--- config.mk ---
export PLATFORM = sky130hd
export DESIGN_NAME = fir_mac_sequencer
export DESIGN_NICKNAME = d
export VERILOG_FILES = /design/src/rtl/fir_seq_pkg.sv /design/src/rtl/fir_coef_bank.sv /design/src/rtl/fir_mac_sequencer.sv
export SDC_FILE = /design/constraint.sdc
export NUM_CORES = 1
export LEC_CHECK = 0
export CAP_MARGIN = 20
export CELL_PAD_IN_SITES_DETAIL_PLACEMENT = 1
export CELL_PAD_IN_SITES_GLOBAL_PLACEMENT = 1
export CORE_MARGIN = 4
export CORE_UTILIZATION = 46
export CTS_CLUSTER_DIAMETER = 200
export DETAILED_ROUTE_END_ITERATION = 12
export PLACE_DENSITY = 0.78
export SETUP_SLACK_MARGIN = 0.3
export SLEW_MARGIN = 20
export SYNTH_ARGS = -nofsm -noshare
export SYNTH_HDL_FRONTEND = slang
export SYNTH_SLANG_ARGS = --single-unit
--- constraint.sdc ---
create_clock -name clk -period 2.58 [get_ports clk]
set_clock_uncertainty 0.1 [all_clocks]
set_input_delay 0.516 -clock clk [delete_from_list [all_inputs] [get_ports clk]]
set_output_delay 0.516 -clock clk [all_outputs]
set_load 0.02 [all_outputs]
--- src/rtl/fir_seq_pkg.sv ---
// Shared types and constants for the time-multiplexed FIR MAC sequencer.
package fir_seq_pkg;

  typedef enum logic [1:0] {
    IDLE  = 2'd0,
    ISSUE = 2'd1,
    DRAIN = 2'd2,
    DONE  = 2'd3
  } state_e;

  // Edges between presenting operands to mult_2t and its product appearing.
  localparam int MUL_LAT = 2;

  function automatic int tap_w(input int n);
    return (n < 2) ? 1 : $clog2(n);
  endfunction

endpackage

--- src/rtl/fir_coef_bank.sv ---
// Coefficient register file: one synchronous write port, one combinational read port by tap index.
module fir_coef_bank #(
  parameter int TAPS   = 8,
  parameter int DATA_W = 8
) (
  input  logic                     clk,
  input  logic                     reset,
  input  logic                     i_we,
  input  logic [$clog2(TAPS)-1:0]  i_waddr,
  input  logic [DATA_W-1:0]        i_wdata,
  input  logic [$clog2(TAPS)-1:0]  i_raddr,
  output logic [DATA_W-1:0]        o_rdata
);

  logic [DATA_W-1:0] r_coef [TAPS];

  // NOTE: the bank is small and must read back as zero after reset, so every entry is
  // reset explicitly; large RAM-style arrays would normally be left unreset.
  always_ff @(posedge clk or negedge reset) begin
    if (!reset) begin
      for (int i = 0; i < TAPS; i++) r_coef[i] <= '0;
    end else if (i_we) begin
      r_coef[i_waddr] <= i_wdata;
    end
  end

  assign o_rdata = r_coef[i_raddr];

endmodule

--- src/rtl/fir_mac_sequencer.sv ---
// FIR controller: owns the delay line and coefficients, streams TAPS products through an
// external 2-cycle multiplier and accumulates them into one result per accepted sample.
module fir_mac_sequencer
  import fir_seq_pkg::*;
#(
  parameter int TAPS   = 8,
  parameter int DATA_W = 8,
  parameter int ACC_W  = 16
) (
  input  logic                     clk,
  input  logic                     reset,
  input  logic                     in_valid,
  output logic                     in_ready,
  input  logic [DATA_W-1:0]        in_data,
  output logic                     out_valid,
  input  logic                     out_ready,
  output logic [ACC_W-1:0]         out_data,
  input  logic                     coef_we,
  input  logic [$clog2(TAPS)-1:0]  coef_addr,
  input  logic [DATA_W-1:0]        coef_data,
  output logic                     coef_drop,
  output logic                     mul_en,
  output logic [DATA_W-1:0]        mul_a,
  output logic [DATA_W-1:0]        mul_b,
  input  logic [DATA_W-1:0]        mul_p
);

  localparam int AW = tap_w(TAPS);

  state_e              r_state;
  state_e              w_next_state;
  logic [AW-1:0]       r_k;
  logic [DATA_W-1:0]   r_dl [TAPS];
  logic [ACC_W-1:0]    r_acc;
  logic [MUL_LAT-1:0]  r_vp;
  logic                r_coef_drop;
  logic                w_accept;
  logic                w_coef_wr;
  logic                w_issue_last;
  logic                w_drain_last;
  logic [DATA_W-1:0]   w_coef_rd;

  assign w_accept     = (r_state == IDLE) && in_valid;
  assign w_coef_wr    = coef_we && (r_state == IDLE);
  assign w_issue_last = (r_k == AW'(TAPS - 1));
  assign w_drain_last = (r_k == AW'(MUL_LAT - 1));

  fir_coef_bank #(
    .TAPS   (TAPS),
    .DATA_W (DATA_W)
  ) u_coef_bank (
    .clk     (clk),
    .reset   (reset),
    .i_we    (w_coef_wr),
    .i_waddr (coef_addr),
    .i_wdata (coef_data),
    .i_raddr (r_k),
    .o_rdata (w_coef_rd)
  );

  // NOTE: every output of this block gets a default before the case, so no path leaves a
  // signal unassigned and no latch is inferred.
  always_comb begin
    w_next_state = r_state;
    in_ready     = 1'b0;
    out_valid    = 1'b0;
    mul_en       = 1'b0;
    unique case (r_state)
      IDLE: begin
        in_ready = 1'b1;
        if (in_valid) w_next_state = ISSUE;
      end
      ISSUE: begin
        mul_en = 1'b1;
        if (w_issue_last) w_next_state = DRAIN;
      end
      DRAIN: begin
        if (w_drain_last) w_next_state = DONE;
      end
      DONE: begin
        out_valid = 1'b1;
        if (out_ready) w_next_state = IDLE;
      end
      default: w_next_state = IDLE;
    endcase
  end

  // NOTE: state is updated with non-blocking assignments so every register samples the
  // pre-edge values of its neighbours, independent of statement order.
  always_ff @(posedge clk or negedge reset) begin
    if (!reset) begin
      r_state     <= IDLE;
      r_k         <= '0;
      r_acc       <= '0;
      r_vp        <= '0;
      r_coef_drop <= 1'b0;
    end else begin
      r_state     <= w_next_state;
      r_vp        <= {r_vp[MUL_LAT-2:0], mul_en};
      r_coef_drop <= coef_we && (r_state != IDLE);
      // The tap/drain counter restarts on every state change.
      if (r_state != w_next_state) r_k <= '0;
      else                         r_k <= r_k + AW'(1);
      if (w_accept)                r_acc <= '0;
      else if (r_vp[MUL_LAT-1])    r_acc <= r_acc + ACC_W'(mul_p);
    end
  end

  always_ff @(posedge clk or negedge reset) begin
    if (!reset) begin
      for (int i = 0; i < TAPS; i++) r_dl[i] <= '0;
    end else if (w_accept) begin
      r_dl[0] <= in_data;
      for (int i = 1; i < TAPS; i++) r_dl[i] <= r_dl[i-1];
    end
  end

  assign out_data  = r_acc;
  assign coef_drop = r_coef_drop;
  assign mul_a     = mul_en ? r_dl[r_k] : '0;
  assign mul_b     = mul_en ? w_coef_rd : '0;

endmodule

# Yosys cells after proc, flatten, opt, wreduce, memory -nomap -nowiden
# Index checks and enable logic that the tools add are counted.
op_classes:
  magnitude_cmp: 3
  n_reduce_logical: 7
  mux: 22
  bitwise: 2
  n_eq_ne: 6
  add_sub_neg: 2
op_table:
  columns: ["cell", "n"]
  rows:
  - ["64-bit bitwise mux", 1]
  - ["8-bit 2-to-1 mux", 7]
  - ["8-bit binary-select mux with 3-bit select", 2]
  - ["16-bit 2-to-1 mux", 2]
  - ["8-bit demux with 3-bit select", 1]
  - ["16-bit by 8-bit adder with 16-bit output", 1]
  - ["4-bit greater-or-equal comparator, second input constant", 2]
  - ["2-bit 2-to-1 mux", 4]
  - ["3-bit inverter with 4-bit output", 2]
  - ["2-bit case mux with 4 select lines", 1]
  - ["2-bit equality test, second input constant", 2]
  - ["1-bit logical AND", 4]
  - ["4-bit by 1-bit less-than comparator with 1-bit output, second input constant", 1]
  - ["2-bit nonzero test", 2]
  - ["3-bit by 1-bit adder with 3-bit output, second input constant", 1]
  - ["3-bit by 1-bit equality test with 1-bit output, second input constant", 1]
  - ["3-bit equality test, second input constant", 1]
  - ["1-bit 2-to-1 mux", 3]
  - ["3-bit 2-to-1 mux", 1]
  - ["2-bit by 1-bit equality test with 1-bit output, second input constant", 1]
  - ["2-bit logical NOT", 1]
  - ["2-bit inequality test", 1]
totals:
  register_bits: 152
  in_bits: 32
  output_inout_bits: 36

# Depth between registers and ports, before layout
logic_depth:
  word_depth: 6
  mapped_depth: 8
  depth_no_buf: 7

# Modules after synthesis
# A second synthesis with hierarchy kept.
hier_totals:
  cells_unflattened: 649
  area_unflattened_um2: 7422.1
modules_own_cells:
  columns: ["mod", "cells_each", "seq_area_each_um2", "area_each_um2", "instances"]
  rows:
  - ["fir_mac_sequencer", 477, 2202.1, 4429.2, 1]
  - ["fir_coef_bank", 172, 1601.5, 2992.9, 1]

# Least setup slack after synthesis
# No wires, ideal clock.
synth_timing:
  path_kind: "in2reg"
  startpoint: "input mul_p[0]"
  endpoint: "register r_acc[6], in the netlist out_data[6]"
  slack_ns: 0.285
  arrival_ns: 2.069
  n_path_buf: 0
  cell_stages: 7
  path_cell_list: "ha_1 -> fa_1 -> a211oi_1 -> nor2_1 -> o21ai_0 -> mux2i_1 -> a311o_1"
synth_between:
  elab_chain_len: 3
synth_rtl:
  columns: ["element", "line_no", "source"]
  rows:
  - ["from (decl)", "fir_mac_sequencer.sv:25", "input logic [DATA_W-1:0] mul_p"]
  - ["16-bit by 8-bit adder with 16-bit output", "fir_mac_sequencer.sv:105", "else if (r_vp[MUL_LAT-1]) r_acc <= r_acc + ACC_W'(mul_p);"]
  - ["16-bit 2-to-1 mux", "fir_mac_sequencer.sv:105", null]
  - ["16-bit 2-to-1 mux", "fir_mac_sequencer.sv:104", "if (w_accept) r_acc <= '0;"]
  - ["to (signal assigned)", "fir_mac_sequencer.sv:105", null]
  - ["to (decl)", "fir_mac_sequencer.sv:34", "logic [ACC_W-1:0] r_acc;"]
# No other way between the ends. The select of a mux whose other input is x is not followed.
# A chain may end at the register's enable or synchronous reset.

# Final worst setup path
layout_timing:
  startpoint: "register r_k[0]"
  endpoint: "output mul_b[6]"
layout_between:
  elab_chain_len: 5
layout_rtl:
  columns: ["element", "line_no", "source"]
  rows:
  - ["from (decl)", "fir_mac_sequencer.sv:32", "logic [AW-1:0] r_k;"]
  - ["from (signal assigned)", "fir_mac_sequencer.sv:103", "else r_k <= r_k + AW'(1);"]
  - ["3-bit inverter with 4-bit output (not written as such)", "fir_coef_bank.sv:27", "assign o_rdata = r_coef[i_raddr];"]
  - ["8-bit binary-select mux with 3-bit select", "fir_coef_bank.sv:27", null]
  - ["8-bit 2-to-1 mux (not written as such) (2 in series)", "fir_coef_bank.sv:27", null]
  - ["8-bit 2-to-1 mux", "fir_mac_sequencer.sv:121", "assign mul_b = mul_en ? w_coef_rd : '0;"]
  - ["to (decl)", "fir_mac_sequencer.sv:24", "output logic [DATA_W-1:0] mul_b,"]
# No other way between the ends. The select of a mux whose other input is x is not followed.

==> reports/results.ini <==
[final_layout]
drive_above_1_share=0.3008
area_growth_pct=28.44
design_area_sq_um=9330
finalNetCount=799
stdcell_count=979
register_area_sq_um=3807
antenna_cells=0
fill_cells=1581
multi_input_area_sq_um=3377

[placement]
port_buffers=67
place_area_sq_um=8318
dp_hpwl_mm=12.61
gp_congestion=0.8354
dpl.cell_count=928

[yosys]
synth_nets=702
syn_area_sq_um=7264
synthDistinctLibCells=44
async_flop_share=1.000
synth.top_cell.area_share=0.5236
synth_top_flop_cell=dfrtp_1
synth_area_leader_cell=dfrtp_1
syn_area_per_cell_sq_um=11.04
ys_seq_area_frac=0.5236
synth_edf_count=0
ys_ff_latch=152
syn_inst=658
synth_area_leaders=dfrtp_1, nand2_1, mux4_2
ys_warn_count=0

[floorplanning]
ioPinCount=68
fp.dieW_um=133.7
start_util=0.4743
coreArea_sq_um=15310
die_area_sq_um=17870
die_h_um=133.7
rows=45

[grt]
grtUsageMet1=0.3195
grt_first_pass_wirelength_mm=35.42
grt_use_total=0.2590
grtUsageMet3=0.05400
antenna_found_initial=0
grt_pass1_vias=6242
grt_max_degree=70
top_usage_layer=met2
overflow=0
met2_usage=0.4495

[worst_setup_path]
slowest_stage=dfrtp_2
crit_buf_inv=4
cp.arrival_ps=2110
critPathRequiredTime_ps=1960
setup.worst_path.start_class=flop
path_depth=7
crit_chain=buf_12 -> buf_6 -> buf_12 -> mux4_2 -> nand2_1 -> a21oi_1 -> buf_4
slowest_delay_ps=450
cp_common_cell=buf_12
rr_worst_depth=9
worst-path-max-fanout=5
crit_family=buffers and inverters
worstSetupPathType=flop to primary output
critPathCaptureType=primary output

[outcome]
violations=negative hold slack, negative setup slack
outcome=finished with violations

[clock_network]
clkTransAtPathRegs_ps=60
tritoncts=done
cts_buffer_depth=2
cts_root_buf=clkbuf_16
clock_latency_ps=430
clock-sinks=152
cts_buffers=17
cts_hold_buf=0
htree_num_levels=4

[power_and_ir_drop]
p_per_area_nw_per_um2=1361
pwr-share-comb=0.448
switching_share=0.3731
p_sw_w=0.004736
p_int_w=0.007959
ir_drop_mv=0.8233
sequentialPowerShare=0.339
clkPwrFrac=0.213
p_leak_nw=4.422

[timing]
rsz0062_at_grt=yes
hold_slack_ps=-3.923
worst_pin_slew_ps=672.5
slew_viol_final=0
slew_headroom=0.5516
layout_min_cycle_time_ps=2731
fmax_ghz=0.3662
final.setup.worst_slack_ps=-150.6
setup_viol=16
finalHoldViolations=1
min_period_over_period=1.058

[run]
cap_viol_max_count=0

[routing]
drc=0
drt_iter0_markers=329
firstDrtPassIters=4
vias=5564
drtAntennaViolNets=0
wl_per_cell_um=22.73
routed_via_density=5.683
wl_mm=22.25

[hold_path]
hp-class=input port to async pin

## layer usage
layer | wire length, um | vias to the layer above
met1 | 8887 | 2894
li1 | - | 2446
met2 | 11620 | 167
met4 | 758 | 0
met3 | 986 | 57
met5 | 0 | -
## through the flow
step / total power [W] / TNS (ps) / utilization / worst slack (ps)
floorplan: 0.007194 / 0 / - / 329.9
global route: 0.01341 / -2554 / 0.6092 / -192.2
finish: 0.01270 / -1569 / 0.6092 / -150.6
CTS: 0.01244 / -925.6 / 0.6003 / -117.2
detailed placement: 0.009113 / -1311 / 0.5431 / -259.6
global placement: 0.008732 / -850.7 / 0.5431 / -180.1
## cell usage in the layout, fill, tap and decap left out, drive strengths merged, types with 7 or more instances in the layout
master / count
a21oi: 27
buf: 62
clkbuf: 18
clkdlybuf4s50: 44
dfrtp: 152
ha: 11
inv: 13
mux2: 65
mux2i: 7
mux4: 32
nand2: 240
nor2: 20
o21ai: 10
or3: 7
## cell families (layout without fill, tap and decap cells)
group	after synthesis	after routing	synth area share
fa+ha+maj	12	12	0.02170
flops	152	152	0.5236
buf+inv	44	154	0.02756
simple gates	289	289	0.1628
xor+xnor	6	6	0.007234
mux	104	104	0.2137
compound gates	51	51	0.04340
## power groups by stage
stage	clock [W]	sequential, W	combinational (W)
2_1_floorplan	0	0.00403	0.00316
3_3_place_gp	0	0.00406	0.00467
3_5_place_dp	0	0.00420	0.00492
4_1_cts	0.00274	0.00423	0.00548
5_1_grt	0.00287	0.00441	0.00612
6_report	0.00271	0.00430	0.00569
## cells in the mapped netlist (2+ instances only)
cell        n
inv_1      10
nand3_1     6
xor2_1      5
mux2i_1     7
o21ai_0     9
mux2_4      8
buf_1       2
a21oi_1    27
buf_6       2
and3_1      3
a211oi_1    3
ha_1       11
nand2_2     3
nor2_1     19
or3_1       7
buf_2      15
dfrtp_1   152
nor2b_1     4
a311o_1     2
mux2_2     57
nand2_1   237
mux4_2     32
nand4_1     2
clkbuf_1   14
and3_4      2
## area by class of cell
cell class	instances	area share
clock buffers	18	0.04707
flip-flops and latches	152	0.4081
multi-input cells	462	0.3619
clock inverters	14	0.02105
repair buffers	112	0.1295
inverters	10	0.004023
well taps	211	0.02830
## flip-flops by register name, indices dropped and copies added, names as in the netlist
register,count
r_dl,64
u_coef_bank.r_coef,64
out_data,16
r_k,3
r_state,2
r_vp,2
coef_drop,1
## what timing repair did
action | in CTS | in global routing
setup endpoints to repair | 24 | 26
resized for setup | 112 | 21
pin swaps | 16 | 13
gates cloned | 3 | 0
buffers inserted | 11 | 5
## path summary, 6_finish.rpt
kind	end	slack (ps)	start
max	mul_b[6]	-150	r_k[0]
min	out_data[1]	-4	reset
max reg2reg	r_k[2]	340	r_k[0]
min reg2reg	r_vp[1]	260	r_vp[0]
max in group asynchronous	u_coef_bank.r_coef[6]	1610	reset
min in group clk	r_vp[1]	260	r_vp[0]
Note: power is estimated with default switching activity, not from simulation.
